===== config.mk =====
export PLATFORM = sky130hd
export DESIGN_NAME = instr_fetch
export DESIGN_NICKNAME = d
export VERILOG_FILES = /design/src/rtl/riscv_pkg.sv /design/src/rtl/fetch_buf.sv /design/src/rtl/instr_fetch.sv
export SDC_FILE = /design/constraint.sdc
export NUM_CORES = 1
export LEC_CHECK = 0
export CAP_MARGIN = 20
export CORE_MARGIN = 2
export CORE_UTILIZATION = 45
export DETAILED_ROUTE_END_ITERATION = 8
export DONT_BUFFER_PORTS = 1
export PLACE_DENSITY = 0.61
export SYNTH_ARGS = -nofsm -noshare
export SYNTH_HDL_FRONTEND = slang
export SYNTH_SLANG_ARGS = --single-unit

===== constraint.sdc =====
create_clock -name clk -period 5.4 [get_ports clk]
set_clock_uncertainty 0.05 [all_clocks]
set_input_delay 0.54 -clock clk [delete_from_list [all_inputs] [get_ports clk]]
set_output_delay 0.54 -clock clk [all_outputs]
set_load 0.005 [all_outputs]

===== src/rtl/riscv_pkg.sv =====
// ----------------------------------------------------------------------------
// riscv_pkg
// Shared RISC-V core definitions used by the fetch stage and its helpers.
//   XLEN          : address / PC width
//   ILEN          : instruction word width
//   INSTR_BYTES   : byte stride between sequential instructions
//   fetch_state_e : instruction fetch FSM states
// ----------------------------------------------------------------------------
package riscv_pkg;

    localparam int XLEN        = 32;
    localparam int ILEN        = 32;
    localparam int INSTR_BYTES = 4;

    typedef enum logic [1:0] {
        IDLE = 2'd0,
        REQ  = 2'd1,
        WAIT = 2'd2,
        HOLD = 2'd3
    } fetch_state_e;

endpackage


===== src/rtl/fetch_buf.sv =====
// ----------------------------------------------------------------------------
// fetch_buf
// One-entry holding register for a fetched instruction and its PC.
//   clk, rst   : clock, asynchronous active-high reset
//   load       : capture instr_d / pc_d and mark the entry valid
//   clear      : invalidate the entry (contents are left untouched)
//   instr_d    : instruction word to capture
//   pc_d       : PC of instr_d
//   valid      : entry holds an instruction for decode
//   instr, pc  : buffered instruction and its PC
// ----------------------------------------------------------------------------
module fetch_buf
    import riscv_pkg::*;
(
    input  logic            clk,
    input  logic            rst,
    input  logic            load,
    input  logic            clear,
    input  logic [ILEN-1:0] instr_d,
    input  logic [XLEN-1:0] pc_d,
    output logic            valid,
    output logic [ILEN-1:0] instr,
    output logic [XLEN-1:0] pc
);

    // NOTE: sequential state uses non-blocking assignments so every register
    // samples its inputs as they were before the clock edge.
    always_ff @(posedge clk or posedge rst) begin
        if (rst) begin
            valid <= 1'b0;
            instr <= '0;
            pc    <= '0;
        end else if (load) begin
            valid <= 1'b1;
            instr <= instr_d;
            pc    <= pc_d;
        end else if (clear) begin
            valid <= 1'b0;
        end
    end

endmodule


===== src/rtl/instr_fetch.sv =====
// ----------------------------------------------------------------------------
// instr_fetch
// Instruction fetch stage closing the loop around the program counter. It
// fetches the word at pc_current over a req/gnt/rvalid memory handshake,
// buffers it for decode behind a valid/ready handshake, and computes pc_next.
//
// Ports
//   clk, rst          : clock, asynchronous active-high reset
//   pc_current        : PC register output
//   pc_next           : PC register input (hold / +4 / redirect target)
//   redirect_valid    : one-cycle branch/jump redirect request
//   redirect_target   : redirect address
//   imem_req          : memory request (REQ state only)
//   imem_addr         : memory request address
//   imem_gnt          : memory accepted the request this cycle
//   imem_rvalid       : memory response valid
//   imem_rdata        : memory response data
//   if_valid          : instruction available to decode
//   if_ready          : decode accepts the instruction
//   if_instr, if_pc   : buffered instruction and its PC
//   fetch_fault       : one-cycle pulse after an ignored misaligned redirect
//
// Build option
//   FETCH_MISALIGN_CHK_EN : when defined, redirects whose target is not
//   word-aligned are dropped and flagged on fetch_fault. When undefined, the
//   low target bits are cleared and the redirect proceeds; fetch_fault is 0.
// ----------------------------------------------------------------------------
module instr_fetch
    import riscv_pkg::*;
(
    input  logic            clk,
    input  logic            rst,
    input  logic [XLEN-1:0] pc_current,
    output logic [XLEN-1:0] pc_next,
    input  logic            redirect_valid,
    input  logic [XLEN-1:0] redirect_target,
    output logic            imem_req,
    output logic [XLEN-1:0] imem_addr,
    input  logic            imem_gnt,
    input  logic            imem_rvalid,
    input  logic [ILEN-1:0] imem_rdata,
    output logic            if_valid,
    input  logic            if_ready,
    output logic [ILEN-1:0] if_instr,
    output logic [XLEN-1:0] if_pc,
    output logic            fetch_fault
);

    fetch_state_e    state, state_nxt;
    logic            drop_q, drop_nxt;   // pending response belongs to a squashed fetch
    logic            buf_load, buf_clear;
    logic            redir_take;
    logic [XLEN-1:0] redir_addr;

    // ------------------------------------------------------------------------
    // Redirect qualification
    // ------------------------------------------------------------------------
`ifdef FETCH_MISALIGN_CHK_EN
    logic redir_misaligned;
    logic fault_q;

    assign redir_misaligned = (redirect_target[1:0] != 2'b00);
    assign redir_take       = redirect_valid && !redir_misaligned;
    assign redir_addr       = redirect_target;

    // Pulses in the cycle after the offending redirect.
    always_ff @(posedge clk or posedge rst) begin
        if (rst) fault_q <= 1'b0;
        else     fault_q <= redirect_valid && redir_misaligned;
    end

    assign fetch_fault = fault_q;
`else
    assign redir_take  = redirect_valid;
    assign redir_addr  = redirect_target & ~(XLEN'(INSTR_BYTES - 1));
    assign fetch_fault = 1'b0;
`endif

    // ------------------------------------------------------------------------
    // State and drop flag registers
    // ------------------------------------------------------------------------
    always_ff @(posedge clk or posedge rst) begin
        if (rst) begin
            state  <= IDLE;
            drop_q <= 1'b0;
        end else begin
            state  <= state_nxt;
            drop_q <= drop_nxt;
        end
    end

    // ------------------------------------------------------------------------
    // Next state, PC selection and memory request
    // ------------------------------------------------------------------------
    always_comb begin
        // NOTE: every output of this block gets a default first so no path
        // through the case statement can leave a latch behind.
        state_nxt = state;
        drop_nxt  = drop_q;
        pc_next   = pc_current;
        imem_req  = 1'b0;
        imem_addr = '0;
        buf_load  = 1'b0;
        buf_clear = 1'b0;

        unique case (state)
            IDLE: begin
                state_nxt = REQ;
            end

            REQ: begin
                imem_req  = 1'b1;
                imem_addr = pc_current;
                if (imem_gnt) begin
                    state_nxt = WAIT;
                    // Request already issued for the old PC: squash its reply.
                    if (redir_take) drop_nxt = 1'b1;
                end
            end

            WAIT: begin
                if (redir_take) begin
                    if (imem_rvalid) begin
                        // The outstanding reply arrives now and is discarded,
                        // so nothing is left to drop: refetch at once.
                        drop_nxt  = 1'b0;
                        state_nxt = REQ;
                    end else begin
                        drop_nxt  = 1'b1;
                    end
                end else if (imem_rvalid) begin
                    if (drop_q) begin
                        drop_nxt  = 1'b0;
                        state_nxt = REQ;
                    end else begin
                        buf_load  = 1'b1;
                        state_nxt = HOLD;
                    end
                end
            end

            HOLD: begin
                if (redir_take) begin
                    buf_clear = 1'b1;
                    state_nxt = REQ;
                end else if (if_valid && if_ready) begin
                    pc_next   = pc_current + XLEN'(INSTR_BYTES);
                    buf_clear = 1'b1;
                    state_nxt = REQ;
                end
            end

            default: state_nxt = IDLE;
        endcase

        // A taken redirect overrides hold and +4 in every state.
        if (redir_take) pc_next = redir_addr;
    end

    // ------------------------------------------------------------------------
    // Decode-side holding register
    // ------------------------------------------------------------------------
    fetch_buf u_fetch_buf (
        .clk     (clk),
        .rst     (rst),
        .load    (buf_load),
        .clear   (buf_clear),
        .instr_d (imem_rdata),
        .pc_d    (pc_current),
        .valid   (if_valid),
        .instr   (if_instr),
        .pc      (if_pc)
    );

endmodule


After elaboration in Yosys (flattened, before gate mapping)
Index checks and enable logic that the tools add are counted.

cells by class
  add/subtract/negate cells = 1
  equality and inequality tests = 8
  multiplexer cells = 28
  reduce and logical (&&, ||, !) cells = 6

operators by type and width
  operator                                        count
  2-to-1 mux 32 bit                               4
  adder 32 x 3 -> 32 bit (second input constant)  1
  2-to-1 mux 1 bit                                15
  2-to-1 mux 2 bit                                7
  case mux 2 bit (4 select lines)                 1
  inequality test 2 bit (second input constant)   3
  inequality test 3 bit (second input constant)   2
  == test 2 bit (second input constant)           2
  AND reduction 4 bit                             1
  nonzero test 2 bit                              2
  AND reduction 3 bit                             1
  == test 2 x 1 -> 1 bit (second input constant)  1
  zero test 2 bit                                 1
  case mux 1 bit (2 select lines)                 1
  logical AND 1 bit                               1

word-level totals
  register bits = 68
  input port bits = 102
  word-level logic and storage cells = 48

Logic depth before layout (Yosys ltp)
  depth after elaboration = 6
  mapped depth = 7
  mapped depth without buffers = 6

Cells and area by module
Synthesis repeated with hierarchy kept, for this count alone.

second synthesis, totals
  cells, all modules = 389
  area, all modules = 4,146.5 µm²

modules (own cells, without submodules)
  module       instances  cells an instance  area each (µm²)  sequential area each (µm²)
  fetch_buf    1          139                2,618.8          1,626.6
  instr_fetch  1          250                1,527.7          75.1

Worst setup path after synthesis
OpenSTA, ideal clock, no wires.

  kind = reg-to-output
  start = reg state[0]
  end = out pc_next[27]
  arrival time = 2.128 ns
  required time = 4.810 ns
  slack = 2.682 ns
  cell stages (with the launch flop) = 7
  path buffers = 1
  path through = dfrtp_1 > ha_1 > nand3_1 > or4_4 > buf_6 > or4b_1 > a31oi_1

between the ends
  longest elaborated chain between the ends = 3

RTL lines
  what                    line                source
  from (decl)             instr_fetch.sv:49   fetch_state_e state, state_nxt;
  from (signal assigned)  instr_fetch.sv:87   state <= state_nxt;
  == test 2 bit           instr_fetch.sv:106  unique case (state)
  2-to-1 mux 32 bit       instr_fetch.sv:106
  2-to-1 mux 32 bit       instr_fetch.sv:157  if (redir_take) pc_next = redir_addr;
  to (decl)               instr_fetch.sv:34   output logic [XLEN-1:0] pc_next,

No other way between the ends.

Final worst setup path
  start = reg state[1]
  end = out pc_next[28]

The elaborated chain is that of the path after synthesis.

==> impl_metrics.env <==
export IMPL_htreeDepth=3
export IMPL_route_vias_total=2947
export IMPL_grt_total_usage_pct=21.0
export IMPL_area_delta_synth_final_pct=6.13
export IMPL_synth_top_cells_by_area="sky130_fd_sc_hd__dfrtp_1 (44%), sky130_fd_sc_hd__mux2_2 (19%), sky130_fd_sc_hd__and2_1 (4.8%)"
export IMPL_power_static_leakage_uw=0.00171
export IMPL_netlist_cell_types=42
export IMPL_mostFrequentLayoutCell="sky130_fd_sc_hd__dfrtp_1"
export IMPL_synth_top_family_by_area="simple AND/OR/NAND/NOR gates"
export IMPL_via_count_of_the_first_global_routing_pass=2879
export IMPL_grt_pass1_wl_mm=15.7
export IMPL_post_synthesis_share_of_cell_area_spent_on_and_or_nand_and_nor_gates_pct=20.0
export IMPL_setup_viol_count_final=0
export IMPL_drt_drc=0
export IMPL_top_cell_type_s_share_of_synthesized_area_pct=43.7
export IMPL_floorplan_initialDensity_pct=47.0
export IMPL_critical_path_top_delay_family="simple AND/OR/NAND/NOR gates"
export IMPL_nets=475
export IMPL_worst_path_stages=5
export IMPL_tritoncts="built"
export IMPL_crit_path_top_delay_cell="sky130_fd_sc_hd__or3_1"
export IMPL_final_hold_viol_count=0
export IMPL_path_cells="ha_1, nand4_1, or3_1, or3_1, o311ai_0"
export IMPL_cell_count_after_synthesis=380
export IMPL_yosysWarningCount=0
export IMPL_worstSkewPairLatency_ns=0.34
export IMPL_timing_fmax_mhz=288
export IMPL_post_cts_buffers=0
export IMPL_synth_fp_nets=487
export IMPL_grt_start_max_net_pins=69
export IMPL_critical_path_max_stage_delay_ns=0.63
export IMPL_drt_total_wl_mm=10.1
export IMPL_drv_slew=0
export IMPL_outcome="completed"
export IMPL_ctsHoldBuffers=0
export IMPL_floorplan_core_area_sq_um=8300
export IMPL_max_slew_worst_pin_slew_ns=1.02
export IMPL_unrepaired_setup_endpoints_after_global_routing="false"
export IMPL_worst_r2r_path_depth=5
export IMPL_numCtsBuffers=9
export IMPL_multi_input_comb_area_sq_um=2060
export IMPL_synth_seq_cells=68
export IMPL_critical_path_buffers_and_inverters=0
export IMPL_synth_seq_area_share_pct=43.7
export IMPL_sequential_cell_area_sq_um=1700
export IMPL_portBuffers=0
export IMPL_fillers=759
export IMPL_worst_setup_path_start_kind="flip-flop"
export IMPL_timing_critical_path_required_ns=4.81
export IMPL_pwr_density_cell_nw_per_um2=426
export IMPL_final_period_minus_worst_setup_slack_ns=3.47
export IMPL_grt_overflow=0
export IMPL_yosys_mux_area_fraction_pct=19.3
export IMPL_share_of_cells_above_drive_strength_1_pct=23.6
export IMPL_drt_iter0_markers=109
export IMPL_finalCritPeriodShare_pct=64.3
export IMPL_drt_pass1_iter_count=5
export IMPL_post_synthesis_cell_type_with_the_largest_combined_area="sky130_fd_sc_hd__dfrtp_1"
export IMPL_setup_total_negative_slack_ns=0
export IMPL_post_synthesis_mean_instance_area_sq_um=10.3
export IMPL_number_of_antenna_violations_at_the_first_check_in_global_routing=0
export IMPL_worstHoldPathType="in -> async"
export IMPL_worst_slew_margin_pct=31.9
export IMPL_synthXorXnorAreaFrac_pct=2.25
export IMPL_gpl_final_weighted_congestion=0.804
export IMPL_num_antenna_cells=0
export IMPL_ant_nets=0
export IMPL_final_cell_mix="sky130_fd_sc_hd__dfrtp_1 (68), sky130_fd_sc_hd__mux2_2 (65), sky130_fd_sc_hd__and2_1 (30)"
export IMPL_synth_adder_area_share_pct=1.61
export IMPL_die_height_microns=97.1
export IMPL_num_rows=33
export IMPL_pin_count=233
export IMPL_arrival_ns=2.88
export IMPL_dieWidth_microns=97.1
export IMPL_design_die_area_sq_um=9420
export IMPL_drt_wirelength_per_cell_microns=21.2
export IMPL_path_clk_slew_ns=0.08
export IMPL_cts_root_buf="sky130_fd_sc_hd__clkbuf_8"
export IMPL_worst_path_max_fanout=14
export IMPL_critical_path_endpoint_type="output pin"
export IMPL_critical_path_start_end_classification="reg -> out"
export IMPL_maxCapViolations=0
export IMPL_synth_compound_area_share_pct=9.57
export IMPL_most_common_cell_type_on_the_critical_path="sky130_fd_sc_hd__or3_1"
export IMPL_hpwl_mm=7.45
export IMPL_vias_per_cell=6.17
export IMPL_post_layout_total_power_uw=1760
export IMPL_clock_sinks=68
export IMPL_post_cts_resize_count=0
export IMPL_synth_cell_area_sq_um=3900
export IMPL_clock_tree_buffer_depth=2
export IMPL_vdd_drop_max_uv=233
==> final cells by class <==
cell class | count | share of cell area (%)
Sequential cell | 68 | 41.1
Multi-Input combinational cell | 279 | 49.8
Clock inverter | 6 | 1.72
Timing Repair Buffer | 2 | 0.363
Tap cell | 105 | 3.18
Clock buffer | 10 | 3.09
Inverter | 8 | 0.726
==> worst paths after layout <==
path | from | slack (ns) | endpoint
setup / recovery | state[1]$_DFFE_PP0P_ | 1.93 | pc_next[28]
hold / removal | rst | 0.25 | u_fetch_buf.instr[11]$_DFFE_PP0P_
setup reg to reg | state[0]$_DFFE_PP0P_ | 2.92 | u_fetch_buf.pc[14]$_DFFE_PP0P_
hold reg to reg | u_fetch_buf.instr[25]$_DFFE_PP0P_ | 0.49 | u_fetch_buf.instr[25]$_DFFE_PP0P_
max in group asynchronous | rst | 4.46 | u_fetch_buf.pc[17]$_DFFE_PP0P_
min in group clk | pc_current[10] | 0.29 | u_fetch_buf.pc[10]$_DFFE_PP0P_
==> cell usage after synthesis, drive strengths merged <==
library cell / count
a21o: 1
inv: 8
o41ai: 2
o31a: 4
nor4: 6
nand4: 8
nand2: 25
o21ai: 15
and4: 2
nor3: 3
nor2b: 2
or4: 11
o22ai: 1
or2: 1
a21oi: 2
xor2: 1
nor2: 26
mux2: 65
ha: 5
buf: 4
clkbuf: 21
and3: 5
nand2b: 2
or3: 6
dfrtp: 68
a31oi: 16
a221o: 1
xnor2: 9
o31ai: 10
or4b: 2
o21a: 1
mux2i: 2
nand3: 10
o311ai: 2
conb: 1
and2: 30
nand4bb: 1
o221a: 1
==> kinds of logic (layout without fill, tap and decap cells) <==
logic type,Yosys count,count (layout)
DFF,68,68
adders and majority gates,5,5
other,1,1
AOI/OAI and AO/OA,56,56
muxes,67,67
and+or+nand+nor,140,140
xor gates and xnor gates,10,10
buffers and inverters,33,26
==> per-stage QoR <==
stage,cells,cell area (sq um),setup slack (ns),util (%),hold slack [ns]
3_5_place_dp,462,3940,2.29,47.4,0.474
3_3_place_gp,462,3940,2.32,47.4,0.475
4_1_cts,478,4140,1.92,49.8,0.268
2_1_floorplan,380,3900,2.68,-,0.455
6_report,478,4140,1.93,49.8,0.255
5_1_grt,478,4140,1.84,49.8,0.264
==> where the power goes <==
group / internal [uW] / switching (uW) / total, uW
Sequential: 721 / 175 / 895
Clock: 217 / 205 / 423
Combinational: 244 / 200 / 445
==> flip-flops by register name, indices dropped and copies added (netlist names) <==
signal,flops
u_fetch_buf.instr,32
u_fetch_buf.valid,1
drop_q,1
state,2
u_fetch_buf.pc,32
==> per-layer routing <==
layer	vias up	share of wire (%)	track usage, %
met4	0	1.0	6.39
met3	12	10	9.06
met2	149	48	33.2
met1	1430	41	26.2
met5	-	0	0
li1	1356	-	-
(Power assumes the default switching activity.)
